`src/rtl/narnet_seq_ctrl_pkg.sv`:
```
// Shared definitions for the NARNet sequencer: state encoding and default
// data-path / framing constants used by the RTL and the bench.
package narnet_seq_ctrl_pkg;

   localparam int unsigned NARNET_N      = 8;
   localparam int unsigned NARNET_Q      = 7;
   localparam int unsigned SEQ_LEN_W     = 9;
   localparam int unsigned SEQ_TIMEOUT   = 64;
   localparam int unsigned SEQ_FLUSH_CYC = 2;

   typedef enum logic [2:0] {
      ST_IDLE  = 3'd0,
      ST_ISSUE = 3'd1,
      ST_WAIT  = 3'd2,
      ST_HOLD  = 3'd3,
      ST_FLUSH = 3'd4,
      ST_ERR   = 3'd5
   } seq_state_e;

endpackage

```
`src/rtl/narnet_watchdog.sv`:
```
// Loadable up-counter with clear/enable; term_c flags the TIMEOUT-th
// enabled cycle since the last clear. Saturates at TIMEOUT.
module narnet_watchdog #(
   parameter  int unsigned TIMEOUT = 64,
   localparam int unsigned W       = $clog2(TIMEOUT + 1)
) (
   input  logic         clk,
   input  logic         rst,
   input  logic         clr_i,
   input  logic         en_i,
   input  logic         load_i,
   input  logic [W-1:0] load_val_i,
   output logic         term_c
);

   logic [W-1:0] cnt_q;
   logic [W-1:0] cnt_d;

   always_comb begin
      cnt_d = cnt_q;
      if (clr_i) begin
         cnt_d = '0;
      end else if (load_i) begin
         cnt_d = load_val_i;
      end else if (en_i && (cnt_q != W'(TIMEOUT))) begin
         cnt_d = cnt_q + W'(1);
      end
   end

   always_ff @(posedge clk or posedge rst) begin
      if (rst) begin
         cnt_q <= '0;
      end else begin
         cnt_q <= cnt_d;
      end
   end

   assign term_c = en_i && (cnt_q >= W'(TIMEOUT - 1));

endmodule

```
`src/rtl/narnet_seq_ctrl.sv`:
```
// Sequencer for one NARNet instance: feeds samples to the net one at a time,
// returns predictions on a valid/ready stream, frames, flushes and watchdogs.
module narnet_seq_ctrl
   import narnet_seq_ctrl_pkg::*;
#(
   parameter int unsigned N         = NARNET_N,
   parameter int unsigned Q         = NARNET_Q,
   parameter int unsigned LEN_W     = SEQ_LEN_W,
   parameter int unsigned TIMEOUT   = SEQ_TIMEOUT,
   parameter int unsigned FLUSH_CYC = SEQ_FLUSH_CYC
) (
   input  logic             clk,
   input  logic             rst,
   input  logic             enable,
   input  logic [LEN_W-1:0] frame_len,
   input  logic             err_clr,
   input  logic             s_valid,
   output logic             s_ready,
   input  logic [N-1:0]     s_data,
   output logic             m_valid,
   input  logic             m_ready,
   output logic [N-1:0]     m_data,
   output logic             m_last,
   output logic [N-1:0]     nn_x_in,
   output logic             nn_x_ready,
   input  logic [N-1:0]     nn_y_out,
   input  logic             nn_out_ready,
   output logic             nn_rst,
   output logic             busy,
   output logic [LEN_W-1:0] sample_cnt,
   output logic             timeout_err
);

   localparam int unsigned FL_W = (FLUSH_CYC > 1) ? $clog2(FLUSH_CYC) : 1;

   // Data is passed through untouched; Q only documents the format.
   if (Q >= N) begin : g_q_range_check
      $error("narnet_seq_ctrl: Q must be smaller than N");
   end

   seq_state_e       state_q, state_d;
   logic             s_ready_q, s_ready_d;
   logic             m_valid_q, m_valid_d;
   logic [N-1:0]     m_data_q, m_data_d;
   logic             m_last_q, m_last_d;
   logic [N-1:0]     nn_x_in_q, nn_x_in_d;
   logic             nn_x_ready_q, nn_x_ready_d;
   logic             nn_rst_q, nn_rst_d;
   logic             busy_q, busy_d;
   logic [LEN_W-1:0] sample_cnt_q, sample_cnt_d;
   logic             timeout_err_q, timeout_err_d;
   logic [LEN_W-1:0] len_q, len_d;
   logic             frame_act_q, frame_act_d;
   logic [FL_W-1:0]  flush_cnt_q, flush_cnt_d;

   logic             accept;
   logic             wd_clr;
   logic             wd_en;
   logic             wd_term;

   assign accept = s_valid && s_ready_q;
   assign wd_clr = (state_q == ST_ISSUE);
   assign wd_en  = (state_q == ST_WAIT);

   narnet_watchdog #(
      .TIMEOUT (TIMEOUT)
   ) u_watchdog (
      .clk        (clk),
      .rst        (rst),
      .clr_i      (wd_clr),
      .en_i       (wd_en),
      .load_i     (1'b0),
      .load_val_i ('0),
      .term_c     (wd_term)
   );

   // Next-state and registered-output logic.
   always_comb begin
      state_d       = state_q;
      m_valid_d     = m_valid_q;
      m_data_d      = m_data_q;
      m_last_d      = m_last_q;
      nn_x_in_d     = nn_x_in_q;
      nn_x_ready_d  = 1'b0;
      sample_cnt_d  = sample_cnt_q;
      timeout_err_d = timeout_err_q;
      len_d         = len_q;
      frame_act_d   = frame_act_q;
      flush_cnt_d   = flush_cnt_q;

      unique case (state_q)
         ST_IDLE: begin
            if (accept) begin
               nn_x_in_d    = s_data;
               nn_x_ready_d = 1'b1;
               if (!frame_act_q) begin
                  len_d = frame_len;
               end
               frame_act_d  = 1'b1;
               state_d      = ST_ISSUE;
            end
         end
         ST_ISSUE: begin
            state_d = ST_WAIT;
         end
         ST_WAIT: begin
            if (nn_out_ready) begin
               m_data_d     = nn_y_out;
               m_valid_d    = 1'b1;
               sample_cnt_d = sample_cnt_q + LEN_W'(1);
               m_last_d     = (len_q != '0) && ((sample_cnt_q + LEN_W'(1)) == len_q);
               state_d      = ST_HOLD;
            end else if (wd_term) begin
               timeout_err_d = 1'b1;
               state_d       = ST_ERR;
            end
         end
         ST_HOLD: begin
            if (m_ready) begin
               m_valid_d = 1'b0;
               m_last_d  = 1'b0;
               if (m_last_q) begin
                  sample_cnt_d = '0;
                  frame_act_d  = 1'b0;
                  flush_cnt_d  = '0;
                  state_d      = ST_FLUSH;
               end else begin
                  state_d = ST_IDLE;
               end
            end
         end
         ST_FLUSH: begin
            if (flush_cnt_q == FL_W'(FLUSH_CYC - 1)) begin
               state_d = ST_IDLE;
            end else begin
               flush_cnt_d = flush_cnt_q + FL_W'(1);
            end
         end
         ST_ERR: begin
            if (err_clr) begin
               timeout_err_d = 1'b0;
               sample_cnt_d  = '0;
               m_valid_d     = 1'b0;
               frame_act_d   = 1'b0;
               state_d       = ST_IDLE;
            end
         end
         default: begin
            state_d = ST_IDLE;
         end
      endcase

      // Status outputs follow the state being entered so they line up with it.
      s_ready_d = (state_d == ST_IDLE) && enable && !timeout_err_d && !m_valid_d;
      nn_rst_d  = (state_d == ST_FLUSH) || (state_d == ST_ERR);
      busy_d    = (state_d != ST_IDLE);
   end

   always_ff @(posedge clk or posedge rst) begin
      if (rst) begin
         state_q       <= ST_IDLE;
         s_ready_q     <= 1'b0;
         m_valid_q     <= 1'b0;
         m_data_q      <= '0;
         m_last_q      <= 1'b0;
         nn_x_in_q     <= '0;
         nn_x_ready_q  <= 1'b0;
         nn_rst_q      <= 1'b0;
         busy_q        <= 1'b0;
         sample_cnt_q  <= '0;
         timeout_err_q <= 1'b0;
         len_q         <= '0;
         frame_act_q   <= 1'b0;
         flush_cnt_q   <= '0;
      end else begin
         state_q       <= state_d;
         s_ready_q     <= s_ready_d;
         m_valid_q     <= m_valid_d;
         m_data_q      <= m_data_d;
         m_last_q      <= m_last_d;
         nn_x_in_q     <= nn_x_in_d;
         nn_x_ready_q  <= nn_x_ready_d;
         nn_rst_q      <= nn_rst_d;
         busy_q        <= busy_d;
         sample_cnt_q  <= sample_cnt_d;
         timeout_err_q <= timeout_err_d;
         len_q         <= len_d;
         frame_act_q   <= frame_act_d;
         flush_cnt_q   <= flush_cnt_d;
      end
   end

   assign s_ready     = s_ready_q;
   assign m_valid     = m_valid_q;
   assign m_data      = m_data_q;
   assign m_last      = m_last_q;
   assign nn_x_in     = nn_x_in_q;
   assign nn_x_ready  = nn_x_ready_q;
   assign nn_rst      = nn_rst_q;
   assign busy        = busy_q;
   assign sample_cnt  = sample_cnt_q;
   assign timeout_err = timeout_err_q;

endmodule
```
`config.mk`:
```
export PLATFORM = sky130hd
export DESIGN_NAME = narnet_seq_ctrl
export DESIGN_NICKNAME = d
export VERILOG_FILES = /design/src/rtl/narnet_seq_ctrl_pkg.sv /design/src/rtl/narnet_watchdog.sv /design/src/rtl/narnet_seq_ctrl.sv
export SDC_FILE = /design/constraint.sdc
export NUM_CORES = 1
export LEC_CHECK = 0
export ABC_AREA = 1
export CAP_MARGIN = 10
export CELL_PAD_IN_SITES_DETAIL_PLACEMENT = 1
export CELL_PAD_IN_SITES_GLOBAL_PLACEMENT = 2
export CORE_UTILIZATION = 30
export CTS_CLUSTER_DIAMETER = 200
export DETAILED_ROUTE_END_ITERATION = 6
export HOLD_SLACK_MARGIN = 0.06
export PLACE_DENSITY = 0.95
export SYNTH_ARGS = -nofsm -noshare
export SYNTH_HDL_FRONTEND = slang
export SYNTH_SLANG_ARGS = --single-unit
```
`constraint.sdc`:
```
create_clock -name clk -period 5.6 [get_ports clk]
set_input_delay 1.68 -clock clk [delete_from_list [all_inputs] [get_ports clk]]
set_output_delay 1.68 -clock clk [all_outputs]
set_load 0.01 [all_outputs]
```
==> impl_metrics.env <==
export IMPL_worst_endpoint_arrival_ns=3.59
export IMPL_placementRows=33
export IMPL_finalPower_mw=1.61
export IMPL_drt_iter0_drc=96
export IMPL_vdd_ir_drop_max_mv=0.159
export IMPL_drtAntennaViolNets=0
export IMPL_p_per_area_mw_per_mm2=474
export IMPL_r2r_slack_ns=3.38
export IMPL_post_route_drc_count=0
export IMPL_setup_tns_final_ns=0
export IMPL_crit_required_ns=5.85
export IMPL_i_o_buffers=63
export IMPL_synth_yosys_seq_area_share=0.516
export IMPL_cts_root_buf="clkbuf_8"
export IMPL_syn_area_per_cell_um2=7.94
export IMPL_floorplan_die_width_um=94.6
export IMPL_endpoint_kind="flip-flop"
export IMPL_detail_route_vias_per_cell=4.79
export IMPL_routed_wirelength_mm=7.22
export IMPL_place_worst_setup_slack_ns=1.93
export IMPL_final_period_utilization=0.596
export IMPL_syn2layout_area_growth_pct=32.2
export IMPL_cts_path_max_buffers=2
export IMPL_largest_net_degree_at_the_start_of_global_routing=54
export IMPL_cts_inserted_buffers=5
export IMPL_first_global_vias=2489
export IMPL_grt_setup_unrepaired="false"
export IMPL_crit_start="nn_out_ready"
export IMPL_cts_repair_resize_count=0
export IMPL_skew_ns=0.0100
export IMPL_cts_htree_levels=2
export IMPL_final_hold_viol_count=0
export IMPL_fraction_of_post_synthesis_cell_area_in_the_top_cell_type_by_area=0.516
export IMPL_layout_setup_ws_ns=2.26
export IMPL_coreArea_mm2=0.00826
export IMPL_area_occupied_by_multi_input_gates_mm2=0.00106
export IMPL_tritoncts="built"
export IMPL_synth_warnings=0
export IMPL_synth_area_mm2=0.00257
export IMPL_gpl_final_weighted_congestion=0.798
export IMPL_timing_final_crit_period_ns=3.34
export IMPL_r2r_end="s_ready"
export IMPL_synthDistinctLibCells=31
export IMPL_timing_worst_slew_pin_value_ns=0.753
export IMPL_timing_max_transition_violations_final=0
export IMPL_hp_class="reg2reg"
export IMPL_reg2reg_depth=8
export IMPL_dp_hpwl_mm=5.45
export IMPL_setup_worst_path_end="s_ready"
export IMPL_initial_core_util=0.311
export IMPL_critPathLaunchType="primary input"
export IMPL_drive_above_1_share=0.0486
export IMPL_total_number_of_vias=2375
export IMPL_max_clock_freq_mhz=299
export IMPL_syn_nets=359
export IMPL_postCtsSetupBuffers=0
export IMPL_relSlewSlack=0.497
export IMPL_nets=425
export IMPL_path_class="in2reg"
export IMPL_fin_util=0.412
export IMPL_result_of_the_run="finished, final reports clean"
export IMPL_floorplan_die_area_mm2=0.00895
export IMPL_finalSetupViolCount=0
export IMPL_grt_pass1_wl_mm=12.3
export IMPL_flip_flop_and_latch_count_after_synthesis=53
export IMPL_area_sequential_mm2=0.00133
export IMPL_critical_path_max_fanout=20
export IMPL_die_y_um=94.6
export IMPL_io_pins=64
export IMPL_drv_max_cap_violation_count=0
export IMPL_clk_insertion_delay_late_ns=0.32
export IMPL_postSynth_topFlopCell="dfrtp_1"
export IMPL_ys_async_sr_fraction=1.00
export IMPL_layout_filler_cells=1034
export IMPL_insertedDiodeCount=0
export IMPL_synthCells=324
export IMPL_top_area_cells_in_the_synthesized_netlist="dfrtp_1, nand2_1, inv_1"
export IMPL_drt_pre_antenna_iters=4
export IMPL_routed_wire_length_per_instance_um=14.6
export IMPL_initial_antenna_violation_count=0
export IMPL_grt_overflow_total=0
export IMPL_synth_enable_flop_cells=0
export IMPL_grtUsageTotal=0.177
export IMPL_tritoncts_num_sinks=53
export IMPL_cellLeakagePower_nw=1.64
export IMPL_regToRegStartpoint="state_q[2]"
export IMPL_synth_area_leader_cell="dfrtp_1"
export IMPL_holdBufCountCts=0
export IMPL_clock_slew_at_reported_path_ffs_ns=0.11
==> worst min path at each step <==
stage	start	endpoint	slack, ns	depth (start not counted)
final	flush_cnt_q	flush_cnt_q	0.49	2
after global routing	m_data[1]	m_data[1]	0.54	2
after CTS	flush_cnt_q	flush_cnt_q	0.50	2
after detailed placement	flush_cnt_q	flush_cnt_q	0.47	2
after global placement	flush_cnt_q	flush_cnt_q	0.45	2
after floorplan	flush_cnt_q	flush_cnt_q	0.44	2
==> registers in the layout (all words and copies together), names as in the netlist, 3 cells and up <==
register and count:
m_data 8, len_q 9, sample_cnt 9, u_watchdog.cnt_q 7, nn_x_in 8, state_q 3
==> cell families after synthesis <==
| logic type | after synthesis | synth area share |
|---|---|---|
| AOI/OAI and AO/OA | 37 | 0.0847 |
| xor gates and xnor gates | 2 | 0.00681 |
| adders and majority gates | 3 | 0.0146 |
| buffers and inverters | 44 | 0.0720 |
| DFF | 53 | 0.516 |
| muxes | 1 | 0.00438 |
| and+or+nand+nor | 184 | 0.302 |
==> through the flow <==
stage               instances  instance area, um^2  hold WS [ns]
finish                    496                 3400         0.493
global route              496                 3400         0.536
CTS                       496                 3400         0.498
detailed placement        488                 3300         0.471
global placement          488                 3300         0.453
floorplan                 324                 2570         0.437
==> worst max-delay path, cell delays in order <==
cell and delay, ns:
clkdlybuf4s50_1 0.43, nand2_1 0.58, inv_1 0.38, o22ai_1 0.29, nand4_1 0.10, nor2_1 0.11
==> report_power, final <==
| part | internal, mW | switching [mW] | leakage [nW] |
|---|---|---|---|
| sequential | 0.523 | 0.126 | 0.661 |
| clock | 0.0916 | 0.144 | 0.0452 |
| combinational | 0.327 | 0.398 | 0.934 |
==> cell type report <==
type	count	area share
clock buffer	5	0.0203
clock inverter	3	0.00736
inverter	39	0.0438
multi-input combinational	227	0.312
sequential	53	0.390
tap	105	0.0387
timing repair buffer	64	0.188
==> Yosys cell counts (2+ instances only) <==
master and count:
a21oi_1 13, nand3_1 23, xor2_1 2, buf_2 2, nand2_1 116, nor2_1 29
inv_1 37, nand4_1 7, o22ai_1 8, o21ai_0 8, nor3_1 4, buf_6 2
dfrtp_1 53, ha_1 3
==> metal layers <==
metal  up-vias  GRT usage  routed length [um]  part of all wire
li1       1166          -                   -                 -
met1      1153      0.236                3350              0.46
met2        46      0.302                3560              0.49
met3        10     0.0209                 211             0.029
met4         0     0.0467                 102             0.014
met5         -          0                   0                 0
==> cell usage in the layout (no fill, tap or decap) <==
cell type and instances:
a21o_1 1, a21oi_1 13, a21oi_2 1, a31oi_1 1, buf_4 1, clkbuf_8 5
clkdlybuf4s50_1 63, clkinvlp_4 1, dfrtp_1 53, ha_1 3, inv_1 36, inv_2 2
inv_4 1, inv_6 2, mux2_2 1, nand2_1 116, nand2_2 1, nand3_1 23
nand3_4 1, nand3b_1 1, nand4_1 7, nor2_1 29, nor2_4 1, nor3_1 4
nor3_2 1, o21a_1 1, o21ai_0 8, o21ai_2 1, o21bai_1 1, o221ai_1 1
o22ai_1 8, o31ai_1 1, xor2_1 2
No activity file was read; power rests on OpenSTA's default activity.
